**config.mk**
```make
export PLATFORM = sky130hd
export DESIGN_NAME = addr_mode_sequencer_flat
export DESIGN_NICKNAME = d
export VERILOG_FILES = /design/src/rtl/addr_mode_sequencer_if.sv /design/src/rtl/addr_mode_sequencer.sv /design/src/flat_wrapper.sv
export SDC_FILE = /design/constraint.sdc
export NUM_CORES = 1
export LEC_CHECK = 0
export ABC_AREA = 1
export BUFFER_PORTS_ARGS = -buffer_cell sky130_fd_sc_hd__buf_2
export CAP_MARGIN = 40
export CORE_ASPECT_RATIO = 0.8
export CORE_UTILIZATION = 49
export DETAILED_ROUTE_END_ITERATION = 8
export PLACE_DENSITY = 0.74
export RECOVER_POWER = 50
export SLEW_MARGIN = 0
export SYNTH_ARGS = -nofsm -noshare
export SYNTH_HDL_FRONTEND = slang
export SYNTH_SLANG_ARGS = --single-unit
```
**constraint.sdc**
```tcl
create_clock -name i_clk -period 2.9 [get_ports i_clk]
set_input_delay 0.29 -clock i_clk [delete_from_list [all_inputs] [get_ports i_clk]]
set_output_delay 0.29 -clock i_clk [all_outputs]
set_load 0.02 [all_outputs]
```
**src/rtl/addr_mode_sequencer_if.sv**
```systemverilog
// Decoder/datapath bundle for the 6502 T-state sequencer.
// master = sequencer side, slave = decoder/datapath/test side.
interface addr_mode_sequencer_if;
  logic       i_rdy;
  logic [2:0] i_mode;
  logic       i_jam;
  logic       i_single_byte;
  logic       i_read;
  logic       i_load;
  logic       i_store;
  logic       i_rmw;
  logic       i_page_cross;
  logic       i_ext_done;

  logic [4:0] o_state;
  logic       o_sync;
  logic       o_ir_load;
  logic       o_pc_inc;
  logic [2:0] o_addr_sel;
  logic       o_rw;
  logic       o_adl_load;
  logic       o_adh_load;
  logic       o_idx_add;
  logic       o_adh_fix;
  logic       o_alu_exec;
  logic       o_wb;
  logic       o_ext_req;
  logic       o_jam;

  modport master (
    input  i_rdy, i_mode, i_jam, i_single_byte, i_read, i_load, i_store, i_rmw,
           i_page_cross, i_ext_done,
    output o_state, o_sync, o_ir_load, o_pc_inc, o_addr_sel, o_rw, o_adl_load,
           o_adh_load, o_idx_add, o_adh_fix, o_alu_exec, o_wb, o_ext_req, o_jam
  );

  modport slave (
    output i_rdy, i_mode, i_jam, i_single_byte, i_read, i_load, i_store, i_rmw,
           i_page_cross, i_ext_done,
    input  o_state, o_sync, o_ir_load, o_pc_inc, o_addr_sel, o_rw, o_adl_load,
           o_adh_load, o_idx_add, o_adh_fix, o_alu_exec, o_wb, o_ext_req, o_jam
  );
endinterface

```
**src/rtl/addr_mode_sequencer.sv**
```systemverilog
// 6502 T-state sequencer: fetch, operand, addressing-mode and memory-tail cycles.
// Outputs are combinational from state and latched mode/class; i_rdy low freezes read cycles.
module addr_mode_sequencer #(
  parameter bit JAM_STICKY = 1'b1
) (
  input logic                   i_clk,
  input logic                   i_rst,
  addr_mode_sequencer_if.master bus
);

  typedef enum logic [4:0] {
    ST_FETCH  = 5'd0,
    ST_DECODE = 5'd1,
    ST_ZX     = 5'd2,
    ST_AH     = 5'd3,
    ST_FIX    = 5'd4,
    ST_XI     = 5'd5,
    ST_PL     = 5'd6,
    ST_PH     = 5'd7,
    ST_MEM    = 5'd8,
    ST_MOD    = 5'd9,
    ST_WR     = 5'd10,
    ST_EXT    = 5'd11,
    ST_JAM    = 5'd31
  } state_e;

  localparam logic [2:0] M_IMM   = 3'd0;
  localparam logic [2:0] M_ZPG   = 3'd1;
  localparam logic [2:0] M_ZPGXY = 3'd2;
  localparam logic [2:0] M_ABS   = 3'd3;
  localparam logic [2:0] M_ABSXY = 3'd4;
  localparam logic [2:0] M_XIND  = 3'd5;
  localparam logic [2:0] M_INDY  = 3'd6;
  localparam logic [2:0] M_EXT   = 3'd7;

  localparam logic [2:0] AS_PC   = 3'd0;
  localparam logic [2:0] AS_ZP   = 3'd1;
  localparam logic [2:0] AS_ABS  = 3'd2;
  localparam logic [2:0] AS_PTR  = 3'd3;
  localparam logic [2:0] AS_PTR1 = 3'd4;

  state_e     state_q, state_d;
  logic [2:0] mode_q, mode_d;
  logic       read_q, read_d, load_q, load_d, store_q, store_d, rmw_q, rmw_d;
  logic       pcross_q, pcross_d;

  logic       sync_c, ir_load_c, pc_inc_c, rw_c, adl_c, adh_c, idx_c, fix_c;
  logic       alu_c, wb_c, ext_c, jam_c;
  logic [2:0] addr_c, mem_as;
  logic       stall, kill;

  assign mem_as = (mode_q == M_ZPG || mode_q == M_ZPGXY) ? AS_ZP : AS_ABS;

  always_comb begin
    state_d   = state_q;
    mode_d    = mode_q;
    read_d    = read_q;
    load_d    = load_q;
    store_d   = store_q;
    rmw_d     = rmw_q;
    pcross_d  = pcross_q;
    sync_c    = 1'b0;
    ir_load_c = 1'b0;
    pc_inc_c  = 1'b0;
    rw_c      = 1'b1;
    addr_c    = AS_PC;
    adl_c     = 1'b0;
    adh_c     = 1'b0;
    idx_c     = 1'b0;
    fix_c     = 1'b0;
    alu_c     = 1'b0;
    wb_c      = 1'b0;
    ext_c     = 1'b0;
    jam_c     = 1'b0;

    case (state_q)
      ST_FETCH: begin
        sync_c    = 1'b1;
        ir_load_c = 1'b1;
        pc_inc_c  = 1'b1;
        state_d   = ST_DECODE;
      end
      ST_DECODE: begin
        pc_inc_c = ~bus.i_single_byte;
        mode_d   = bus.i_mode;
        read_d   = bus.i_read;
        load_d   = bus.i_load;
        store_d  = bus.i_store;
        rmw_d    = bus.i_rmw;
        if (bus.i_jam) begin
          state_d = ST_JAM;
        end else if (bus.i_mode == M_IMM) begin
          alu_c   = 1'b1;
          wb_c    = 1'b1;
          state_d = ST_FETCH;
        end else if (bus.i_mode == M_EXT) begin
          state_d = ST_EXT;
        end else begin
          adl_c = 1'b1;
          case (bus.i_mode)
            M_ZPG:   state_d = ST_MEM;
            M_ZPGXY: state_d = ST_ZX;
            M_XIND:  state_d = ST_XI;
            M_INDY:  state_d = ST_PL;
            default: state_d = ST_AH;
          endcase
        end
      end
      ST_ZX: begin
        addr_c  = AS_ZP;
        idx_c   = 1'b1;
        state_d = ST_MEM;
      end
      ST_AH: begin
        adh_c    = 1'b1;
        pc_inc_c = 1'b1;
        pcross_d = bus.i_page_cross;
        if (mode_q == M_ABSXY) begin
          idx_c   = 1'b1;
          state_d = (bus.i_page_cross | store_q | rmw_q) ? ST_FIX : ST_MEM;
        end else begin
          state_d = ST_MEM;
        end
      end
      ST_XI: begin
        addr_c  = AS_PTR;
        idx_c   = 1'b1;
        state_d = ST_PL;
      end
      ST_PL: begin
        addr_c  = AS_PTR;
        adl_c   = 1'b1;
        state_d = ST_PH;
      end
      ST_PH: begin
        addr_c   = AS_PTR1;
        adh_c    = 1'b1;
        pcross_d = bus.i_page_cross;
        if (mode_q == M_INDY) begin
          idx_c   = 1'b1;
          state_d = (bus.i_page_cross | store_q | rmw_q) ? ST_FIX : ST_MEM;
        end else begin
          state_d = ST_MEM;
        end
      end
      ST_FIX: begin
        // Carry captured in AH/PH; the live input is not trusted here.
        addr_c  = AS_ABS;
        fix_c   = pcross_q;
        state_d = ST_MEM;
      end
      ST_MEM: begin
        addr_c = mem_as;
        if (store_q) begin
          rw_c    = 1'b0;
          wb_c    = 1'b1;
          state_d = ST_FETCH;
        end else if (rmw_q) begin
          alu_c   = 1'b1;
          state_d = ST_MOD;
        end else begin
          alu_c   = read_q | load_q;
          wb_c    = read_q | load_q;
          state_d = ST_FETCH;
        end
      end
      ST_MOD: begin
        addr_c  = mem_as;
        rw_c    = 1'b0;
        state_d = ST_WR;
      end
      ST_WR: begin
        addr_c  = mem_as;
        rw_c    = 1'b0;
        wb_c    = 1'b1;
        state_d = ST_FETCH;
      end
      ST_EXT: begin
        ext_c = 1'b1;
        if (bus.i_ext_done) state_d = ST_FETCH;
      end
      ST_JAM: begin
        jam_c = 1'b1;
        if (!JAM_STICKY && bus.i_ext_done) state_d = ST_FETCH;
      end
      default: state_d = ST_FETCH;
    endcase
  end

  // EXT hands the bus to the micro-sequencer, so local bus ready does not gate it.
  assign stall = rw_c & ~bus.i_rdy & (state_q != ST_EXT);
  assign kill  = stall | i_rst;

  always_comb begin
    bus.o_state    = state_q;
    bus.o_sync     = sync_c & ~i_rst;
    bus.o_ir_load  = ir_load_c & ~kill;
    bus.o_pc_inc   = pc_inc_c & ~kill;
    bus.o_addr_sel = i_rst ? AS_PC : addr_c;
    bus.o_rw       = rw_c | i_rst;
    bus.o_adl_load = adl_c & ~kill;
    bus.o_adh_load = adh_c & ~kill;
    bus.o_idx_add  = idx_c & ~kill;
    bus.o_adh_fix  = fix_c & ~kill;
    bus.o_alu_exec = alu_c & ~kill;
    bus.o_wb       = wb_c & ~kill;
    bus.o_ext_req  = ext_c & ~kill;
    bus.o_jam      = jam_c & ~i_rst;
  end

  always_ff @(posedge i_clk) begin
    if (i_rst) begin
      state_q  <= ST_FETCH;
      mode_q   <= 3'd0;
      read_q   <= 1'b0;
      load_q   <= 1'b0;
      store_q  <= 1'b0;
      rmw_q    <= 1'b0;
      pcross_q <= 1'b0;
    end else if (!stall) begin
      state_q  <= state_d;
      mode_q   <= mode_d;
      read_q   <= read_d;
      load_q   <= load_d;
      store_q  <= store_d;
      rmw_q    <= rmw_d;
      pcross_q <= pcross_d;
    end
  end

endmodule
```
**src/flat_wrapper.sv**
```systemverilog
// flat-port wrapper written by rule: the top's interface ports become plain ports
module addr_mode_sequencer_flat 
#(
  parameter bit JAM_STICKY = 1'b1
)
  (i_clk, i_rst, bus_i_rdy, bus_i_mode, bus_i_jam, bus_i_single_byte, bus_i_read, bus_i_load, bus_i_store, bus_i_rmw, bus_i_page_cross, bus_i_ext_done, bus_o_state, bus_o_sync, bus_o_ir_load, bus_o_pc_inc, bus_o_addr_sel, bus_o_rw, bus_o_adl_load, bus_o_adh_load, bus_o_idx_add, bus_o_adh_fix, bus_o_alu_exec, bus_o_wb, bus_o_ext_req, bus_o_jam);
  addr_mode_sequencer_if bus_i ();
  input logic i_clk;
  input logic i_rst;
  input wire logic [$bits(bus_i.i_rdy)-1:0] bus_i_rdy;
  input wire logic [$bits(bus_i.i_mode)-1:0] bus_i_mode;
  input wire logic [$bits(bus_i.i_jam)-1:0] bus_i_jam;
  input wire logic [$bits(bus_i.i_single_byte)-1:0] bus_i_single_byte;
  input wire logic [$bits(bus_i.i_read)-1:0] bus_i_read;
  input wire logic [$bits(bus_i.i_load)-1:0] bus_i_load;
  input wire logic [$bits(bus_i.i_store)-1:0] bus_i_store;
  input wire logic [$bits(bus_i.i_rmw)-1:0] bus_i_rmw;
  input wire logic [$bits(bus_i.i_page_cross)-1:0] bus_i_page_cross;
  input wire logic [$bits(bus_i.i_ext_done)-1:0] bus_i_ext_done;
  output wire logic [$bits(bus_i.o_state)-1:0] bus_o_state;
  output wire logic [$bits(bus_i.o_sync)-1:0] bus_o_sync;
  output wire logic [$bits(bus_i.o_ir_load)-1:0] bus_o_ir_load;
  output wire logic [$bits(bus_i.o_pc_inc)-1:0] bus_o_pc_inc;
  output wire logic [$bits(bus_i.o_addr_sel)-1:0] bus_o_addr_sel;
  output wire logic [$bits(bus_i.o_rw)-1:0] bus_o_rw;
  output wire logic [$bits(bus_i.o_adl_load)-1:0] bus_o_adl_load;
  output wire logic [$bits(bus_i.o_adh_load)-1:0] bus_o_adh_load;
  output wire logic [$bits(bus_i.o_idx_add)-1:0] bus_o_idx_add;
  output wire logic [$bits(bus_i.o_adh_fix)-1:0] bus_o_adh_fix;
  output wire logic [$bits(bus_i.o_alu_exec)-1:0] bus_o_alu_exec;
  output wire logic [$bits(bus_i.o_wb)-1:0] bus_o_wb;
  output wire logic [$bits(bus_i.o_ext_req)-1:0] bus_o_ext_req;
  output wire logic [$bits(bus_i.o_jam)-1:0] bus_o_jam;
  assign bus_i.i_rdy = bus_i_rdy;
  assign bus_i.i_mode = bus_i_mode;
  assign bus_i.i_jam = bus_i_jam;
  assign bus_i.i_single_byte = bus_i_single_byte;
  assign bus_i.i_read = bus_i_read;
  assign bus_i.i_load = bus_i_load;
  assign bus_i.i_store = bus_i_store;
  assign bus_i.i_rmw = bus_i_rmw;
  assign bus_i.i_page_cross = bus_i_page_cross;
  assign bus_i.i_ext_done = bus_i_ext_done;
  assign bus_o_state = bus_i.o_state;
  assign bus_o_sync = bus_i.o_sync;
  assign bus_o_ir_load = bus_i.o_ir_load;
  assign bus_o_pc_inc = bus_i.o_pc_inc;
  assign bus_o_addr_sel = bus_i.o_addr_sel;
  assign bus_o_rw = bus_i.o_rw;
  assign bus_o_adl_load = bus_i.o_adl_load;
  assign bus_o_adh_load = bus_i.o_adh_load;
  assign bus_o_idx_add = bus_i.o_idx_add;
  assign bus_o_adh_fix = bus_i.o_adh_fix;
  assign bus_o_alu_exec = bus_i.o_alu_exec;
  assign bus_o_wb = bus_i.o_wb;
  assign bus_o_ext_req = bus_i.o_ext_req;
  assign bus_o_jam = bus_i.o_jam;
  addr_mode_sequencer #(.JAM_STICKY(JAM_STICKY)) u_core (.i_clk(i_clk), .i_rst(i_rst), .bus(bus_i));
endmodule
```
==> impl_metrics.csv <==
group,metric,value,unit
detailed_routing,drc,2,
yosys,synth_largest_area_cell,"dfxtp_1",
yosys,number_of_enable_flip_flop_cells_after_synthesis,0,
yosys,async_s_r_ff_share_synth,0,
power,power_per_cell_area,470.2,nW/µm²
yosys,synth_largest_type_area_fraction,0.2153,
run_status,violations,"DRC",
detailed_routing,route.vias.total,1329,
die,die-area,2670,µm²
setup_path,critical_path.reg2reg.startpoint,"u_core.bus.o_state[2]$_SDFFE_PP0P_",
grt,overflow,0,
sta,worst_pin_slew,0.4119,ns
setup_path,worst_setup_path_start_kind,"register",
yosys,yosysMostFrequentCell,"nand2_1",
detailed_routing,total_wirelength_of_the_detailed_routed_design,3221,µm
final_layout,antenna-diode-count,0,
detailed_routing,detailedRoute.firstIterationViolations,75,
sta,worst_clock_skew,0.004716,ns
placed_design,quantity_of_i_o_buffers_inserted_on_ports,33,
yosys,synth.lib_cells_used.distinct,32,
setup_path,path_max_fanout,15,
setup_path,cp.buffers_inverters,1,
detailed_routing,detail_route.wl_per_cell,13.20,µm
yosys,ys_warn_count,0,
die,initial_utilization,0.5412,
setup_path,timing.critical_path.max_delay_family,"simple AND/OR/NAND/NOR gates",
setup_path,rr_worst_depth,9,
sta,fin_tns_setup,0,ns
sta,fin_crit,2.349,ns
setup_path,crit_path_depth,6,
power,ir_worst_vdd,0.2997,mV
clocking,cts_tree,"yes",
clocking,holdBufCountCts,0,
placed_design,postPlaceCellArea,1366,µm²
die,std_cell_rows,15,
clocking,cts-buffers-inserted,3,
yosys,postSynthRegisterBits,13,
yosys,syn_avg_cell_area,6.498,µm²
clocking,clk_root_buffer_cell,"clkbuf_4",
grt,first_global_vias,1163,
yosys,synthesis.nets,200,
final_layout,proportion_of_layout_cells_with_a_drive_suffix_above_1,0.2831,
detailed_routing,postRouteAntennaNets,0,
grt,groute.usage.overall,0.2661,
sta,grt_setup_unrepaired,"no",
die,die_height,46.42,µm
sta,timing.fmax,425.7,MHz
sta,max_slew_margin,0.7247,
setup_path,reg2reg_slack,1.05,ns
flow_run,drv.max_cap_violation_count,0,
sta,final-max-slew-violation-count,0,
setup_path,critical_path.startpoint,"u_core.bus.o_state[2]$_SDFFE_PP0P_",
clocking,cts.path.max_buffers,2,
yosys,post_synth_inst_count,186,
setup_path,cp.required,2.61,ns
final_layout,nNetsFinal,234,
detailed_routing,first_pass_iters,6,
setup_path,regToRegEndpoint,"u_core.bus.o_state[3]$_SDFFE_PP0P_",
run_status,outcome,"finished with violations",
setup_path,max_stage_delay_cell_worst_path,"dfxtp_1",
clocking,postCtsSetupBuffers,0,
setup_path,critPathArrivalTime,2.06,ns
placed_design,place_congestion,0.9567,
die,core_area,2233,µm²
setup_path,cp-endpoint,"bus_o_wb",
clocking,ctsResizeCount,0,
die,die_width,57.53,µm
clocking,h_tree_levels,1,
worst_hold_path,min-delay-path-class,"in -> reg",
clocking,worst_setup_hold_path_clk_slew,0.09,ns
final_layout,areaGrowthSynthToFinish,13.35,%
sta,hold_viol,0,
grt,grt_pass1_wl,5216,µm
placed_design,hpwl,2517,µm
final_layout,postLayoutCellArea,1370,µm²
yosys,most_common_library_cells_after_synthesis,"51 x nand2_1, 24 x nor2_1, 18 x a21oi_1, 18 x inv_1, 13 x dfxtp_1",
grt,grt_antenna_before_repair,0,
final_layout,finish.utilization,0.6134,
sta,fin_crit_sh,0.8100,
setup_path,critical_path_class,"reg -> out",
yosys,synthTopCellsByArea,"dfxtp_1 22%, nand2_1 16%, a21oi_1 7.5%",
yosys,synth_ff_type,"dfxtp_1",
die,floorplan.io_pins,34,
detailed_routing,drt-vias-per-instance,5.447,
grt,grt_max_degree,20,
yosys,synth_sequential_area_ratio,0.2153,
setup_path,worst_path_most_repeated_cell,"nor2_4",
sta,timing.final.setup_violations,0,
setup_path,endpoint_kind,"output pin",
setup_path,timing.critical_path.slowest_cell_delay,0.38,ns
setup_path,cp_cell_sequence,"nor2_4, nand2_1, nor2_4, nand3_1, a21oi_1, buf_2",
yosys,netlist_area,1209,µm²
clocking,number_of_clock_sinks,13,
clocking,worst_skew_pair.late_latency,0.29,ns
power,leakagePower,0.0006307,µW
-- how the worst min path moves through the flow --
stage | start | end | depth (start not counted)
global route | bus_i_load | u_core.load_q$_SDFFE_PP0P_ | 3
finish | bus_i_load | u_core.load_q$_SDFFE_PP0P_ | 3
detailed placement | u_core.store_q$_SDFFE_PP0P_ | u_core.store_q$_SDFFE_PP0P_ | 2
global placement | u_core.pcross_q$_SDFFE_PP0P_ | u_core.pcross_q$_SDFFE_PP0P_ | 2
CTS | bus_i_load | u_core.load_q$_SDFFE_PP0P_ | 3
floorplan | bus_i_load | u_core.load_q$_SDFFE_PP0P_ | 2
-- cells by family (layout without fill, tap and decap cells) --
logic type	after synthesis	in the layout	synth area share
buffers and inverters	26	59	0.1035
and+or+nand+nor	117	117	0.5290
DFF	13	13	0.2153
AOI/OAI and AO/OA	30	30	0.1522
-- layer usage --
layer | vias up | track usage | wire length, µm
met4 | 0 | 0.1122 | 56
met3 | 8 | 0.02528 | 239
met2 | 56 | 0.4023 | 1369
met1 | 593 | 0.3866 | 1555
li1 | 672 | - | -
met5 | - | 0 | 0
-- where the power goes --
group,leakage (µW),switching (µW),internal (µW)
Combinational,0.000510,208,94.3
Clock,0.0000150,65.6,53.5
Sequential,0.000106,26.9,196
-- area by class of cell --
cell class / count / area (µm²)
timing repair buffer: 33 / 158.9
fill: 224 / 863.3
inverter: 22 / 86.33
tap: 25 / 31.28
sequential: 13 / 260.3
clock buffer: 4 / 26.28
multi-input combinational: 147 / 807.0
-- worst register-to-register path, stage by stage, from the launching register on --
cell	delay (ns)
dfxtp_1	0.38
nor2_4	0.21
nand2_1	0.19
nor2_4	0.38
nand2_1	0.21
nand2_1	0.11
nor2_1	0.06
nand2_1	0.05
nand2_1	0.05
a21oi_1	0.13
-- state kept, by name (all words and copies together) (netlist names) --
| register | flops |
|---|---|
| u_core.bus.o_state | 5 |
| u_core.mode_q | 3 |
| u_core.load_q | 1 |
| u_core.pcross_q | 1 |
| u_core.read_q | 1 |
| u_core.rmw_q | 1 |
| u_core.store_q | 1 |
-- cells in the final DEF, fill, tap and decap left out --
cell type	synthesis	routed
nor2_4	3	3
and2_1	1	1
nand2_4	5	4
nand3_1	10	10
nand2_1	51	53
inv_1	18	18
nor2_1	24	25
nand3b_4	1	1
nand3_2	8	8
nand2_8	1	1
o21ai_2	1	1
o211ai_1	1	1
nor2_2	2	1
a31oi_1	1	1
clkinv_2	1	1
o311ai_0	1	1
inv_2	2	2
nand3_4	1	1
clkbuf_4	0	3
nor3b_1	1	1
buf_2	0	28
nand4_1	2	2
nand2_2	3	2
inv_4	1	1
o21ai_0	2	2
nand3b_1	1	1
a21oi_2	6	5
a21oi_1	18	19
clkbuf_1	1	6
dfxtp_1	13	13
nor3_1	3	3
-- metrics by stage --
step	worst slack, ns	power, µW	std cells	hold WS (ns)
4_1_cts	0.6254	653.9	244	0.2625
5_1_grt	0.4317	687.8	244	0.2679
6_report	0.5509	644.1	244	0.2604
3_3_place_gp	0.9957	531.6	240	0.4535
2_1_floorplan	0.9178	468.9	186	0.4376
3_5_place_dp	0.9493	533.3	240	0.4684
Power figures use the tool's default switching activity.
